==> src/rtl/idle_toggle_pkg.sv <==
// ============================================================================
// Module   : idle_toggle_pkg
// Brief    : Shared mode encodings and default widths for the idle toggle bank.
// Revision : 1.0
// ============================================================================
`default_nettype none

package idle_toggle_pkg;

    localparam logic MODE_TOGGLE = 1'b0;
    localparam logic MODE_PULSE  = 1'b1;

    localparam int CNT_W_DEF  = 8;
    localparam int FCNT_W_DEF = 8;

endpackage

`default_nettype wire

==> src/rtl/idle_toggle_ch.sv <==
// ============================================================================
// Module   : idle_toggle_ch
// Brief    : One idle-timeout channel: idle counter, terminal compare, out/fire
//            registers; saturating fire counter when IDLE_TOGGLE_FIRE_COUNT_EN.
// Revision : 1.0
// ============================================================================
`default_nettype none

module idle_toggle_ch
    import idle_toggle_pkg::*;
#(
    parameter int CNT_W = CNT_W_DEF
`ifdef IDLE_TOGGLE_FIRE_COUNT_EN
    ,
    parameter int FCNT_W = FCNT_W_DEF
`endif
)(
    input  logic             clk,
    input  logic             rst,
    input  logic             en,
    input  logic             mode,
    input  logic [CNT_W-1:0] period,
    input  logic             kick,
    output logic             out,
    output logic             fire,
    output logic             fire_next
`ifdef IDLE_TOGGLE_FIRE_COUNT_EN
    ,
    output logic [FCNT_W-1:0] fire_cnt
`endif
);

    logic [CNT_W-1:0] r_cnt;
    logic [CNT_W-1:0] w_cnt_next;
    logic             w_fire_next;
    logic             w_out_next;
    logic             r_out;
    logic             r_fire;

    // ">=" rather than "==" so a period shrunk below the current count fires
    // immediately instead of wrapping through the full counter range.
    always_comb begin
        w_cnt_next  = r_cnt;
        w_fire_next = 1'b0;
        if (en) begin
            if (kick) begin
                w_cnt_next = '0;
            end else if (period == '0) begin
                w_cnt_next = '0;
            end else if (r_cnt >= (period - CNT_W'(1))) begin
                w_cnt_next  = '0;
                w_fire_next = 1'b1;
            end else begin
                w_cnt_next = r_cnt + CNT_W'(1);
            end
        end
    end

    // With en low w_fire_next is 0, so toggle mode holds and pulse mode clears.
    assign w_out_next = (mode == MODE_PULSE) ? w_fire_next : (r_out ^ w_fire_next);

    always_ff @(posedge clk or posedge rst) begin
        if (rst) begin
            r_cnt  <= '0;
            r_out  <= 1'b0;
            r_fire <= 1'b0;
        end else begin
            r_cnt  <= w_cnt_next;
            r_out  <= w_out_next;
            r_fire <= w_fire_next;
        end
    end

    assign out       = r_out;
    assign fire      = r_fire;
    assign fire_next = w_fire_next;

`ifdef IDLE_TOGGLE_FIRE_COUNT_EN
    logic [FCNT_W-1:0] r_fcnt;

    always_ff @(posedge clk or posedge rst) begin
        if (rst) begin
            r_fcnt <= '0;
        end else if (w_fire_next && (r_fcnt != {FCNT_W{1'b1}})) begin
            r_fcnt <= r_fcnt + FCNT_W'(1);
        end
    end

    assign fire_cnt = r_fcnt;
`endif

endmodule

`default_nettype wire

==> src/rtl/idle_toggle_bank.sv <==
// ============================================================================
// Module   : idle_toggle_bank
// Brief    : CH independent idle-timeout channels with toggle/pulse outputs and
//            a registered any_fire; fire_cnt port under IDLE_TOGGLE_FIRE_COUNT_EN.
// Revision : 1.0
// ============================================================================
`default_nettype none

module idle_toggle_bank
    import idle_toggle_pkg::*;
#(
    parameter int CH     = 4,
    parameter int CNT_W  = CNT_W_DEF,
    parameter int FCNT_W = FCNT_W_DEF
)(
    input  logic             clk,
    input  logic             rst,
    input  logic             en,
    input  logic             mode,
    input  logic [CNT_W-1:0] period,
    input  logic [CH-1:0]    kick,
    output logic [CH-1:0]    out,
    output logic [CH-1:0]    fire,
    output logic             any_fire
`ifdef IDLE_TOGGLE_FIRE_COUNT_EN
    ,
    output logic [CH*FCNT_W-1:0] fire_cnt
`endif
);

    logic [CH-1:0] w_fire_next;
    logic          r_any_fire;

`ifndef IDLE_TOGGLE_FIRE_COUNT_EN
    localparam int c_unused_fcnt_w = FCNT_W;
`endif

    generate
        for (genvar gi = 0; gi < CH; gi++) begin : g_ch
            idle_toggle_ch #(
                .CNT_W     (CNT_W)
`ifdef IDLE_TOGGLE_FIRE_COUNT_EN
                ,
                .FCNT_W    (FCNT_W)
`endif
            ) u_ch (
                .clk       (clk),
                .rst       (rst),
                .en        (en),
                .mode      (mode),
                .period    (period),
                .kick      (kick[gi]),
                .out       (out[gi]),
                .fire      (fire[gi]),
                .fire_next (w_fire_next[gi])
`ifdef IDLE_TOGGLE_FIRE_COUNT_EN
                ,
                .fire_cnt  (fire_cnt[gi*FCNT_W +: FCNT_W])
`endif
            );
        end
    endgenerate

    // Registered from the next-state fires so it lines up with the fire bits.
    always_ff @(posedge clk or posedge rst) begin
        if (rst) begin
            r_any_fire <= 1'b0;
        end else begin
            r_any_fire <= |w_fire_next;
        end
    end

    assign any_fire = r_any_fire;

endmodule

`default_nettype wire

==> config.mk <==
export PLATFORM = sky130hd
export DESIGN_NAME = idle_toggle_bank
export DESIGN_NICKNAME = d
export VERILOG_FILES = /design/src/rtl/idle_toggle_pkg.sv /design/src/rtl/idle_toggle_ch.sv /design/src/rtl/idle_toggle_bank.sv
export SDC_FILE = /design/constraint.sdc
export NUM_CORES = 1
export LEC_CHECK = 0
export CAP_MARGIN = 20
export CORE_MARGIN = 4
export CORE_UTILIZATION = 33
export DETAILED_ROUTE_END_ITERATION = 6
export PLACE_DENSITY_LB_ADDON = 0.15
export SYNTH_ARGS = -nofsm -noshare
export SYNTH_HDL_FRONTEND = slang
export SYNTH_SLANG_ARGS = --single-unit
==> constraint.sdc <==
create_clock -name clk -period 2.8 [get_ports clk]
set_clock_uncertainty 0.2 [all_clocks]
set_input_delay 0.56 -clock clk [delete_from_list [all_inputs] [get_ports clk]]
set_output_delay 0.56 -clock clk [all_outputs]
set_load 0.03 [all_outputs]
==> impl_metrics.ini <==
[sta]
finalSetupViolCount = 37
whs_ns = 0.341
drv_slew = 0
rsz0062_at_grt = yes
timing.final.crit_share_pct = 111
relSlewSlack_pct = 63.0
worst_slew_pin_slew_ns = 0.556
maxClockFrequency_mhz = 321
finalHoldViolCount = 0
setup_ws_ns = -0.318
layout_min_cycle_time_ns = 3.12

[die]
die_w_um = 104
coreArea_um2 = 8810
start_util_pct = 34.3
io_pins = 25
num_rows = 34
fp.dieH_um = 104
die_area_um2 = 10700

[yosys]
synthArstFlopShare_pct = 100
synthesis.yosys.warnings = 0
synth_seq_cells = 41
synth_cell_types = 48
syn_inst = 331
ys_seq_area_share_pct = 34.0
syn-cell-area_um2 = 3020
ys_top_cells_by_area = dfrtp_1, ha_1, o2111ai_1
syn_avg_cell_area_um2 = 9.12
synth-main-ff-cell = dfrtp_1
synth.largest_area_cell = dfrtp_1
syn_nets = 373
synth-edff-count = 0
netlist.area_leader.share_pct = 34.0

[clocking]
clockBufferDepth = 2
cts-root-buf = clkbuf_8
clock_latency_ns = 0.30
htree_levels = 2
cts_tree = built
cts_buffers = 5
clock_sinks = 41
ctsHoldBuffers = 0
path_clk_slew_ns = 0.08

[global_routing]
grtUsageTotal_pct = 15.4
grt_pass1_wl_um = 13600
grt_pass1_vias = 2767
overflow = 0
grt_max_degree = 42
antenna_found_initial = 0

[worst_setup_path]
endpoint_kind = flop
critPathMaxFanout = 3
slowest_stage = or4_1
start_kind = input pin
crit_chain = buf_8 -> clkinvlp_4 -> ha_4 -> buf_12 -> nand2_8 -> xor2_4 -> buf_6 -> ha_1 -> a21o_1 -> a31oi_1 -> maj3_2 -> a2111oi_2 -> or2_4 -> or4_1
slowest_delay_ns = 0.51
worstRegToRegCells = 9
worstSetupPathType = in2reg
cp.required_ns = 2.78
arrival_ns = 3.09

[hold_path]
min_path_cells = 1
hold_path_class = reg2reg

[layout]
layout_common_cells = buf_4, dfrtp_1, inv_1
final_cells = 527
antenna_cells = 0
syn2layout_area_growth_pct = 46.3
final_nets = 461
drive_gt1_share_pct = 36.8
layout_commonest_cell = buf_4
n_fill_cell = 814

[power_and_ir_drop]
vdd_drop_max_uv = 185
p_per_area_nw_per_um2 = 406
p_leak_nw = 1.86

[routing]
dr_total_vias = 2789
via_per_inst = 5.29
drt-initial-drc-count = 81
dr.pass1.iters = 4
wl_per_cell_um = 15.9
routed_wl_um = 8370
drc = 0
ant_nets = 0

[status]
violations = setup timing
status = complete, but fails checks

[run]
cap_violations = 0

[placement]
place_hpwl_um = 5760
portBuffers = 24
dp_cells = 504
place_congestion = 0.834
critical path: cells and delay by family:
kind,cells,cell delay (ns)
AOI/OAI and AO/OA,3,0.36
xor gates and xnor gates,1,0.19
buffers and inverters,4,0.44
adders and majority gates,3,0.73
and+or+nand+nor,3,0.82
cells in the mapped netlist, drive strengths merged, types with 5 or more instances:
library cell	number
dfrtp	41
inv	39
ha	26
nand2	21
nor2	20
o2111ai	17
nand3	14
xnor2	14
a21oi	10
o21ai	10
o22ai	10
buf	9
nand2b	8
nor3	8
and2	7
maj3	7
o211ai	7
or2	6
a21o	5
a31oi	5
or4	5
routing by layer:
layer	global-route usage, %	share of wire [%]
met5	0	0
met2	26.5	50
met3	2.61	3.3
met4	4.65	1.8
met1	19.9	45
cell type report:
class	count	area, um^2	share of cell area, %
Multi-Input combinational cell	240	2190	49.7
Clock buffer	5	68.8	1.56
Timing Repair Buffer	92	807	18.3
Tap cell	108	135	3.06
Clock inverter	2	35.0	0.793
Sequential cell	41	1030	23.2
Inverter	39	150	3.40
cells by family after synthesis:
group                    share of synthesized area [%]
adder cells (fa/ha/maj)                           13.1
flip-flops                                        34.0
AND/OR/NAND/NOR                                   17.5
buffers and inverters                             7.38
multiplexers                                      1.33
AO/OA/AOI/OAI                                     21.5
XOR/XNOR                                          5.18
worst paths after layout:
kind | from | slack, ns | to
worst max register to register | g_ch[2].u_ch.r_cnt[0] | 0.16 | g_ch[2].u_ch.r_cnt[3]
min in group asynchronous | rst | 0.50 | g_ch[0].u_ch.r_cnt[5]
max in group asynchronous | rst | 1.52 | g_ch[1].u_ch.r_cnt[6]
worst max-delay path | period[0] | -0.32 | any_fire
worst min-delay path | g_ch[2].u_ch.r_cnt[3] | 0.34 | g_ch[2].u_ch.r_cnt[3]
worst min register to register | g_ch[2].u_ch.r_cnt[3] | 0.34 | g_ch[2].u_ch.r_cnt[3]
sequential cells by signal, indices dropped and copies added (netlist names):
| name | flops |
|---|---|
| g_ch.u_ch.r_cnt | 32 |
| any_fire | 1 |
| g_ch.u_ch.fire | 4 |
| g_ch.u_ch.out | 4 |
metrics by stage:
| stage | setup slack, ns | power (mW) | utilization (%) | TNS (ns) | instance area [um^2] |
|---|---|---|---|---|---|
| final | -0.318 | 1.79 | 50.1 | -7.10 | 4420 |
| after global routing | -0.387 | 1.90 | 50.1 | -10.81 | 4420 |
| after CTS | -0.324 | 1.71 | 47.4 | -4.67 | 4180 |
| after detailed placement | -1.12 | 1.16 | 42.9 | -38.87 | 3780 |
| after global placement | -1.09 | 1.15 | 42.9 | -37.68 | 3780 |
| after floorplan | -0.411 | 0.963 | - | -8.30 | 3070 |
power breakdown:
part	switching (mW)	leakage [nW]	internal [mW]
Combinational	0.299	1.24	0.319
Sequential	0.0613	0.560	0.638
Clock	0.217	0.0540	0.260
Total	0.577	1.86	1.22
repair_timing:
action | 4_1_cts | 5_1_grt
endpoints found under the setup margin | 41 | 39
gates cloned | 1 | 0
pin swaps | 52 | 36
gates resized for setup | 69 | 39
setup buffers | 11 | 11
Power figures use the tool's default switching activity.
